$ cat config.mk
export PLATFORM = sky130hd
export DESIGN_NAME = nw_traceback_reader
export DESIGN_NICKNAME = d
export VERILOG_FILES = /design/src/rtl/nw_traceback_reader.sv
export SDC_FILE = /design/constraint.sdc
export NUM_CORES = 1
export LEC_CHECK = 0
export ABC_AREA = 0
export BUFFER_PORTS_ARGS = -buffer_cell sky130_fd_sc_hd__buf_2
export CAP_MARGIN = 5
export CELL_PAD_IN_SITES_DETAIL_PLACEMENT = 0
export CELL_PAD_IN_SITES_GLOBAL_PLACEMENT = 2
export CORE_AREA = 8 8 164 104
export DETAILED_ROUTE_END_ITERATION = 10
export DIE_AREA = 0 0 172 112
export PLACE_DENSITY = 0.94
export SLEW_MARGIN = 20
export SYNTH_ARGS = -nofsm -noshare
export SYNTH_HDL_FRONTEND = slang
export SYNTH_SLANG_ARGS = --single-unit
$ cat constraint.sdc
create_clock -name clk -period 5.24 [get_ports clk]
set_input_delay 0.524 -clock clk [delete_from_list [all_inputs] [get_ports clk]]
set_output_delay 0.524 -clock clk [all_outputs]
set_load 0.01 [all_outputs]
$ cat src/rtl/nw_traceback_reader.sv
// nw_traceback_reader
//
// Walks the traceback coordinate list left in memory by the Needleman-Wunsch
// grid and turns each step into an aligned character pair on a valid/ready
// stream. Entries are {x, y} words (x indexes s2, y indexes s1). They are
// stored from (LENGTH-1, LENGTH-1) at address 0 down to (0,0), so pairs come
// out from the end of the alignment toward its start.
//
// Optional feature macro: NW_READER_SCORE_EN
//   defined     - score accumulates MATCH/MISMATCH/INDEL weights per pair
//   not defined - no score adder or register, score is tied to 0
//
// Ports
//   clk, reset         clock, synchronous active-high reset
//   start, count       begin a decode of count entries (sampled in IDLE/ERR)
//   s1, s2             strings, char i at [i*CWIDTH +: CWIDTH], stable while busy
//   ren, raddr, rdata  memory read port, rdata valid one cycle after ren
//   out_valid/ready    output stream handshake
//   out_op             00 TOP, 01 LEFT, 10 CORNER
//   out_c1, out_c2     characters (gap side is 0)
//   out_match          CORNER with equal characters
//   out_last           final pair of the alignment
//   busy, done, error  status; done pulses one cycle after the last handshake
//   score              signed running score (wraps at SWIDTH)
module nw_traceback_reader #(
    parameter int LENGTH      = 10,
    parameter int CWIDTH      = 2,
    parameter int SWIDTH      = 16,
    parameter int CORD_LENGTH = 8,
    parameter int MEM_SIZE    = 9,
    parameter int BYTE_SIZE   = 2 * CORD_LENGTH,
    parameter int MATCH       = 1,
    parameter int MISMATCH    = -1,
    parameter int INDEL       = -1
) (
    input  logic                       clk,
    input  logic                       reset,
    input  logic                       start,
    input  logic [MEM_SIZE:0]          count,
    input  logic [LENGTH*CWIDTH-1:0]   s1,
    input  logic [LENGTH*CWIDTH-1:0]   s2,
    output logic                       ren,
    output logic [MEM_SIZE-1:0]        raddr,
    input  logic [BYTE_SIZE-1:0]       rdata,
    output logic                       out_valid,
    input  logic                       out_ready,
    output logic [1:0]                 out_op,
    output logic [CWIDTH-1:0]          out_c1,
    output logic [CWIDTH-1:0]          out_c2,
    output logic                       out_match,
    output logic                       out_last,
    output logic                       busy,
    output logic                       done,
    output logic                       error,
    output logic [SWIDTH-1:0]          score
);

    localparam logic [1:0] OP_TOP    = 2'b00;
    localparam logic [1:0] OP_LEFT   = 2'b01;
    localparam logic [1:0] OP_CORNER = 2'b10;

    localparam logic [CORD_LENGTH:0]   LEN_C     = (CORD_LENGTH+1)'(LENGTH);
    localparam logic [CORD_LENGTH-1:0] LAST_C    = CORD_LENGTH'(LENGTH - 1);
    localparam logic [CORD_LENGTH-1:0] ONE_C     = CORD_LENGTH'(1);
    localparam logic [MEM_SIZE:0]      ONE_N     = (MEM_SIZE+1)'(1);
    localparam logic [MEM_SIZE:0]      TWO_N     = (MEM_SIZE+1)'(2);
    localparam logic [MEM_SIZE:0]      MAX_COUNT = {1'b1, {MEM_SIZE{1'b0}}};

    typedef enum logic [2:0] {
        S_IDLE,
        S_RD0,
        S_LD0,
        S_LD,
        S_EMIT,
        S_FIN,
        S_ERR
    } state_t;

    state_t                  state_reg;
    logic [MEM_SIZE:0]       count_reg;
    logic [MEM_SIZE:0]       idx_reg;
    logic [CORD_LENGTH-1:0]  cur_x_reg, cur_y_reg;
    logic [CORD_LENGTH-1:0]  nxt_x_reg, nxt_y_reg;

    logic                    out_valid_reg;
    logic [1:0]              op_reg;
    logic [CWIDTH-1:0]       c1_reg, c2_reg;
    logic                    match_reg;
    logic                    last_reg;
    logic                    done_reg;
    logic                    error_reg;

    // ------------------------------------------------------------------
    // String unpacking and character lookup at the current coordinate
    // ------------------------------------------------------------------
    logic [CWIDTH-1:0] s1_chars [LENGTH];
    logic [CWIDTH-1:0] s2_chars [LENGTH];

    genvar gi;
    generate
        for (gi = 0; gi < LENGTH; gi++) begin : g_chars
            assign s1_chars[gi] = s1[gi*CWIDTH +: CWIDTH];
            assign s2_chars[gi] = s2[gi*CWIDTH +: CWIDTH];
        end
    endgenerate

    logic [CWIDTH-1:0] cur_c1, cur_c2;

    always_comb begin
        cur_c1 = '0;
        cur_c2 = '0;
        for (int k = 0; k < LENGTH; k++) begin
            if (cur_y_reg == CORD_LENGTH'(k)) cur_c1 = s1_chars[k];
            if (cur_x_reg == CORD_LENGTH'(k)) cur_c2 = s2_chars[k];
        end
    end

    // ------------------------------------------------------------------
    // Step classification of the word on rdata against cur
    // ------------------------------------------------------------------
    logic [CORD_LENGTH-1:0] rd_x, rd_y;
    logic in_range, step_x, step_y, same_x, same_y;
    logic is_corner, is_top, is_left, step_ok, head_ok, tail_ok;

    assign rd_x = rdata[BYTE_SIZE-1 -: CORD_LENGTH];
    assign rd_y = rdata[CORD_LENGTH-1:0];

    assign in_range  = ({1'b0, rd_x} < LEN_C) && ({1'b0, rd_y} < LEN_C);
    assign step_x    = (cur_x_reg != '0) && (rd_x == cur_x_reg - ONE_C);
    assign step_y    = (cur_y_reg != '0) && (rd_y == cur_y_reg - ONE_C);
    assign same_x    = (rd_x == cur_x_reg);
    assign same_y    = (rd_y == cur_y_reg);
    assign is_corner = step_x && step_y;
    assign is_top    = same_x && step_y;
    assign is_left   = step_x && same_y;
    assign step_ok   = in_range && (is_corner || is_top || is_left);
    assign head_ok   = (rd_x == LAST_C) && (rd_y == LAST_C);
    assign tail_ok   = (cur_x_reg == '0) && (cur_y_reg == '0);

    logic start_ok;
    assign start_ok = (count != '0) && (count <= MAX_COUNT);

    // Entry index that the next LD state needs on rdata.
    logic [MEM_SIZE:0] idx_plus2;
    assign idx_plus2 = idx_reg + TWO_N;

    // ------------------------------------------------------------------
    // Read port. The read for the next entry is issued in the same cycle
    // as the EMIT handshake so its data lands exactly in LD, giving one
    // pair every two cycles; with out_ready low nothing is read.
    // ------------------------------------------------------------------
    always_comb begin
        ren   = 1'b0;
        raddr = '0;
        case (state_reg)
            S_RD0: begin
                ren = 1'b1;
            end
            S_LD0: begin
                // Entry 1 is fetched while entry 0 is being checked; a bad
                // head entry only costs a discarded read.
                ren   = (count_reg > ONE_N);
                raddr = MEM_SIZE'(1);
            end
            S_EMIT: begin
                if (out_ready && !last_reg && (idx_plus2 < count_reg)) begin
                    ren   = 1'b1;
                    raddr = idx_plus2[MEM_SIZE-1:0];
                end
            end
            default: ;
        endcase
    end

    // ------------------------------------------------------------------
    // Main state machine
    // ------------------------------------------------------------------
    always_ff @(posedge clk) begin
        if (reset) begin
            state_reg     <= S_IDLE;
            count_reg     <= '0;
            idx_reg       <= '0;
            cur_x_reg     <= '0;
            cur_y_reg     <= '0;
            nxt_x_reg     <= '0;
            nxt_y_reg     <= '0;
            out_valid_reg <= 1'b0;
            op_reg        <= '0;
            c1_reg        <= '0;
            c2_reg        <= '0;
            match_reg     <= 1'b0;
            last_reg      <= 1'b0;
            done_reg      <= 1'b0;
            error_reg     <= 1'b0;
        end else begin
            done_reg <= 1'b0;
            case (state_reg)
                S_IDLE, S_ERR: begin
                    if (start) begin
                        if (start_ok) begin
                            state_reg <= S_RD0;
                            count_reg <= count;
                            idx_reg   <= '0;
                            error_reg <= 1'b0;
                        end else begin
                            state_reg <= S_ERR;
                            error_reg <= 1'b1;
                        end
                    end
                end

                S_RD0: begin
                    state_reg <= S_LD0;
                end

                S_LD0: begin
                    cur_x_reg <= rd_x;
                    cur_y_reg <= rd_y;
                    if (!head_ok) begin
                        state_reg <= S_ERR;
                        error_reg <= 1'b1;
                    end else if (count_reg == ONE_N) begin
                        state_reg <= S_FIN;
                    end else begin
                        state_reg <= S_LD;
                    end
                end

                S_LD: begin
                    nxt_x_reg <= rd_x;
                    nxt_y_reg <= rd_y;
                    if (!step_ok) begin
                        state_reg <= S_ERR;
                        error_reg <= 1'b1;
                    end else begin
                        out_valid_reg <= 1'b1;
                        last_reg      <= 1'b0;
                        if (is_corner) begin
                            op_reg    <= OP_CORNER;
                            c1_reg    <= cur_c1;
                            c2_reg    <= cur_c2;
                            match_reg <= (cur_c1 == cur_c2);
                        end else if (is_top) begin
                            op_reg    <= OP_TOP;
                            c1_reg    <= cur_c1;
                            c2_reg    <= '0;
                            match_reg <= 1'b0;
                        end else begin
                            op_reg    <= OP_LEFT;
                            c1_reg    <= '0;
                            c2_reg    <= cur_c2;
                            match_reg <= 1'b0;
                        end
                        state_reg <= S_EMIT;
                    end
                end

                S_EMIT: begin
                    if (out_ready) begin
                        out_valid_reg <= 1'b0;
                        if (last_reg) begin
                            done_reg  <= 1'b1;
                            state_reg <= S_IDLE;
                        end else begin
                            cur_x_reg <= nxt_x_reg;
                            cur_y_reg <= nxt_y_reg;
                            idx_reg   <= idx_reg + ONE_N;
                            state_reg <= (idx_plus2 < count_reg) ? S_LD : S_FIN;
                        end
                    end
                end

                S_FIN: begin
                    // The origin cell itself is the final CORNER pair.
                    if (tail_ok) begin
                        out_valid_reg <= 1'b1;
                        op_reg        <= OP_CORNER;
                        c1_reg        <= s1_chars[0];
                        c2_reg        <= s2_chars[0];
                        match_reg     <= (s1_chars[0] == s2_chars[0]);
                        last_reg      <= 1'b1;
                        state_reg     <= S_EMIT;
                    end else begin
                        state_reg <= S_ERR;
                        error_reg <= 1'b1;
                    end
                end

                default: begin
                    state_reg <= S_IDLE;
                end
            endcase
        end
    end

    // ------------------------------------------------------------------
    // Running score
    // ------------------------------------------------------------------
`ifdef NW_READER_SCORE_EN
    logic [SWIDTH-1:0] score_reg;
    logic [SWIDTH-1:0] weight;

    always_comb begin
        weight = SWIDTH'(INDEL);
        if (op_reg == OP_CORNER) begin
            weight = match_reg ? SWIDTH'(MATCH) : SWIDTH'(MISMATCH);
        end
    end

    always_ff @(posedge clk) begin
        if (reset) begin
            score_reg <= '0;
        end else if ((state_reg == S_IDLE || state_reg == S_ERR) && start && start_ok) begin
            score_reg <= '0;
        end else if (state_reg == S_EMIT && out_ready) begin
            score_reg <= score_reg + weight;
        end
    end

    assign score = score_reg;
`else
    assign score = '0;
`endif

    assign out_valid = out_valid_reg;
    assign out_op    = op_reg;
    assign out_c1    = c1_reg;
    assign out_c2    = c2_reg;
    assign out_match = match_reg;
    assign out_last  = last_reg;
    assign done      = done_reg;
    assign error     = error_reg;
    assign busy      = (state_reg != S_IDLE) && (state_reg != S_ERR);

endmodule

==> metrics.yaml <==
clock_tree:
  cts_setup_buffers: 0
  clockBufferDepth: 2
  cts.sinks: 66
  cts_hold_buffers: 0
  cts-htree-levels: 3
  cts-resized-gates: 0
  cts_tree: "done"
  clock_latency_ns: 0.33
  numCtsBuffers: 9
  clkTransAtPathRegs_ns: 0.06
  cts_root_buffer: "clkbuf_16"
floorplanning:
  core_mm2: 0.0148
  ios: 108
  start_util_pct: 32.9
  die_x_um: 172
  die_y_um: 112
  dieArea_mm2: 0.0193
  rows: 35
yosys:
  yosys_warnings: 0
  syn_inst: 638
  synthArstFlopShare_pct: 0
  synth-edff-count: 0
  ys_ff_latch: 66
  ys_types: 77
  synth_flop_cell: "dfxtp_1"
  synth-seq-area-share_pct: 27.2
  syn_area_per_cell_um2: 7.62
  synth_area_mm2: 0.00486
setup_path:
  startpoint: "idx_reg[1]"
  ff2ff_path_depth: 7
  worstPathArrival_ns: 3.27
  cp_cell_sequence: "ha_1 > nand3_1 > nor2_1 > xor2_1 > ha_1 > o21ai_0 > a21oi_1 > o41a_1 > nand2b_1 > o22ai_1 > buf_2"
  critPathLaunchType: "flop"
  endpoint: "raddr[0]"
  required_ns: 4.72
  cp_max_fo: 10
  slowest_stage: "dfxtp_1"
  reg2reg_slack_ns: 1.96
  worst-path-stages: 11
  reg2reg_to: "idx_reg[8]"
  crit_type: "reg2out"
  slowest_delay_ns: 0.44
  path_buf_inv: 1
  r2r-start: "state_reg[2]"
  endpoint_kind: "output port"
  crit_top_cell: "ha_1"
  path_delay_family: "simple AND/OR/NAND/NOR gates"
final_layout:
  drive_above_1_share_pct: 18.6
  n_antenna_cell: 0
  final_cells: 909
  fin_area_mm2: 0.00573
  synthToLayoutAreaGrowth_pct: 17.9
  layout.nets: 790
place:
  gp_congestion: 0.834
  dp_cells: 893
  place_area_mm2: 0.00535
  post-dp-hpwl_mm: 11.7
  io_buffer_count: 91
route:
  antenna_left: 0
  drc: 0
  drtIter0Drc: 411
  dr_total_vias: 4730
  viasPerCell: 5.20
  wl_mm: 15.0
  dr.pass1.iters: 5
  wl_per_cell_um: 16.5
grt:
  grt_max_degree: 62
  grt-busiest-layer: "met1"
  grt_first_pass_wirelength_mm: 24.2
  grt_antenna_before_repair: 1
  gr-usage-met1_pct: 22.2
  gr-usage-met2_pct: 21.7
  grt_pass1_vias: 4629
  track_usage_pct: 15.3
  gr-total-overflow: 0
  grtUsageMet3_pct: 4.35
timing:
  grt_setup_unrepaired: "no"
  fin_crit_ns: 3.80
  fin_skew_ns: 0.00555
  setup_viol: 0
  setup_tns_ns: 0
  timing.fmax_mhz: 263
  relSlewSlack_pct: 46.8
  drv_slew: 0
  post-route-period-util_pct: 72.5
  hold_viol_final: 0
  holdWs_ns: 0.445
  worst_pin_slew_ns: 0.799
outcome:
  status: "finished, final reports clean"
power_and_ir_drop:
  p_per_area_mw_per_mm2: 540
  power_mw: 3.09
  vdd_drop_max_mv: 0.213
  power_leakage_nw: 2.21
hold_path:
  holdPathStages: 3
  hold_class: "in2reg"
job:
  drv_cap: 0
-- worst min path at each step --
| stage | endpoint | start |
|---|---|---|
| after detailed placement | nxt_x_reg[7] | nxt_x_reg[7] |
| after floorplan | nxt_x_reg[0] | nxt_x_reg[0] |
| after CTS | count_reg[8] | count[8] |
| after global placement | nxt_y_reg[5] | nxt_y_reg[5] |
| after global routing | count_reg[1] | count[1] |
| final | count_reg[3] | count[3] |
-- layer usage --
metal  vias to the layer above  share of wire [%]
li1                       2353                  -
met1                      2177                 51
met2                       185                 39
met3                        13                9.2
met4                         2               0.99
met5                         -              0.067
-- stage by stage --
stage | util, % | worst slack [ns]
after floorplan | - | 2.37
after global placement | 36.1 | 1.85
after detailed placement | 36.1 | 1.66
after CTS | 38.7 | 1.44
after global routing | 38.7 | 1.19
final | 38.7 | 1.44
-- layout make-up --
class / instances / area [µm²]
Tap cell: 203 / 254
Clock buffer: 10 / 239
Fill cell: 1550 / 9070
Clock inverter: 6 / 138
Multi-Input combinational cell: 505 / 3210
Inverter: 26 / 97.6
Timing Repair Buffer: 93 / 473
Sequential cell: 66 / 1320
-- where the power goes --
part / internal [mW] / leakage, nW / total [mW] / switching, mW
clock network: 0.527 / 0.183 / 0.756 / 0.228
logic: 0.658 / 1.49 / 1.53 / 0.874
registers: 0.606 / 0.537 / 0.805 / 0.200
total: 1.79 / 2.21 / 3.09 / 1.30
-- synth_stat cells (4+ instances only) --
master	count	share of area, %
a221oi_1	4	0.72
nand4_1	5	0.64
nor4_1	12	1.5
or4_1	4	0.62
a31oi_1	5	0.64
or3_1	4	0.51
a21oi_1	36	3.7
xnor2_1	23	4.1
nand3_1	8	0.82
a211oi_1	4	0.62
ha_1	19	4.9
o21ai_0	22	2.3
nor3b_1	4	0.62
nor2_1	69	5.3
buf_2	4	0.41
dfxtp_1	66	27
xor2_1	26	4.7
nor2b_1	20	2.6
nor3_1	18	1.9
a311oi_1	16	2.9
nand2_1	89	6.9
mux2i_1	10	2.1
buf_4	18	2.8
o211ai_1	4	0.62
clkbuf_1	30	2.3
nand3b_1	4	0.62
inv_1	26	2.0
nand2b_1	11	1.4
-- worst reg2reg max path, stage by stage, from the launching register on --
cell,delay (ns)
dfxtp_1,0.48
nor2b_1,0.46
nand2_1,0.50
nor2_1,0.40
o21ai_1,0.21
nor2_2,0.63
or2_1,0.40
nor2_1,0.09
-- logic make-up (layout without fill, tap and decap cells) --
logic type,count (synthesis),count (layout),synth area share (%)
AND/OR/NAND/NOR,273,273,28.2
multiplexers,10,10,2.06
XOR/XNOR,50,50,9.16
AO/OA/AOI/OAI,137,137,20.3
flip-flops,66,66,27.2
buffers and inverters,82,135,8.13
other,1,16,0.0771
adder cells (fa/ha/maj),19,19,4.89
-- layout by cell type (no fill, tap or decap), types with 8 or more instances in the layout --
master | Yosys | routed
buf_2 | 4 | 90
nand2_1 | 89 | 89
nor2_1 | 69 | 68
dfxtp_1 | 66 | 66
a21oi_1 | 36 | 35
inv_1 | 26 | 26
xor2_1 | 26 | 26
xnor2_1 | 23 | 23
o21ai_0 | 22 | 22
nor2b_1 | 20 | 20
ha_1 | 19 | 19
nor3_1 | 18 | 18
a311oi_1 | 16 | 16
conb_1 | 1 | 16
nor4_1 | 12 | 12
nand2b_1 | 11 | 11
mux2i_1 | 10 | 10
clkbuf_16 | 0 | 9
nand3_1 | 8 | 8
Note: power is estimated with default switching activity, not from simulation.
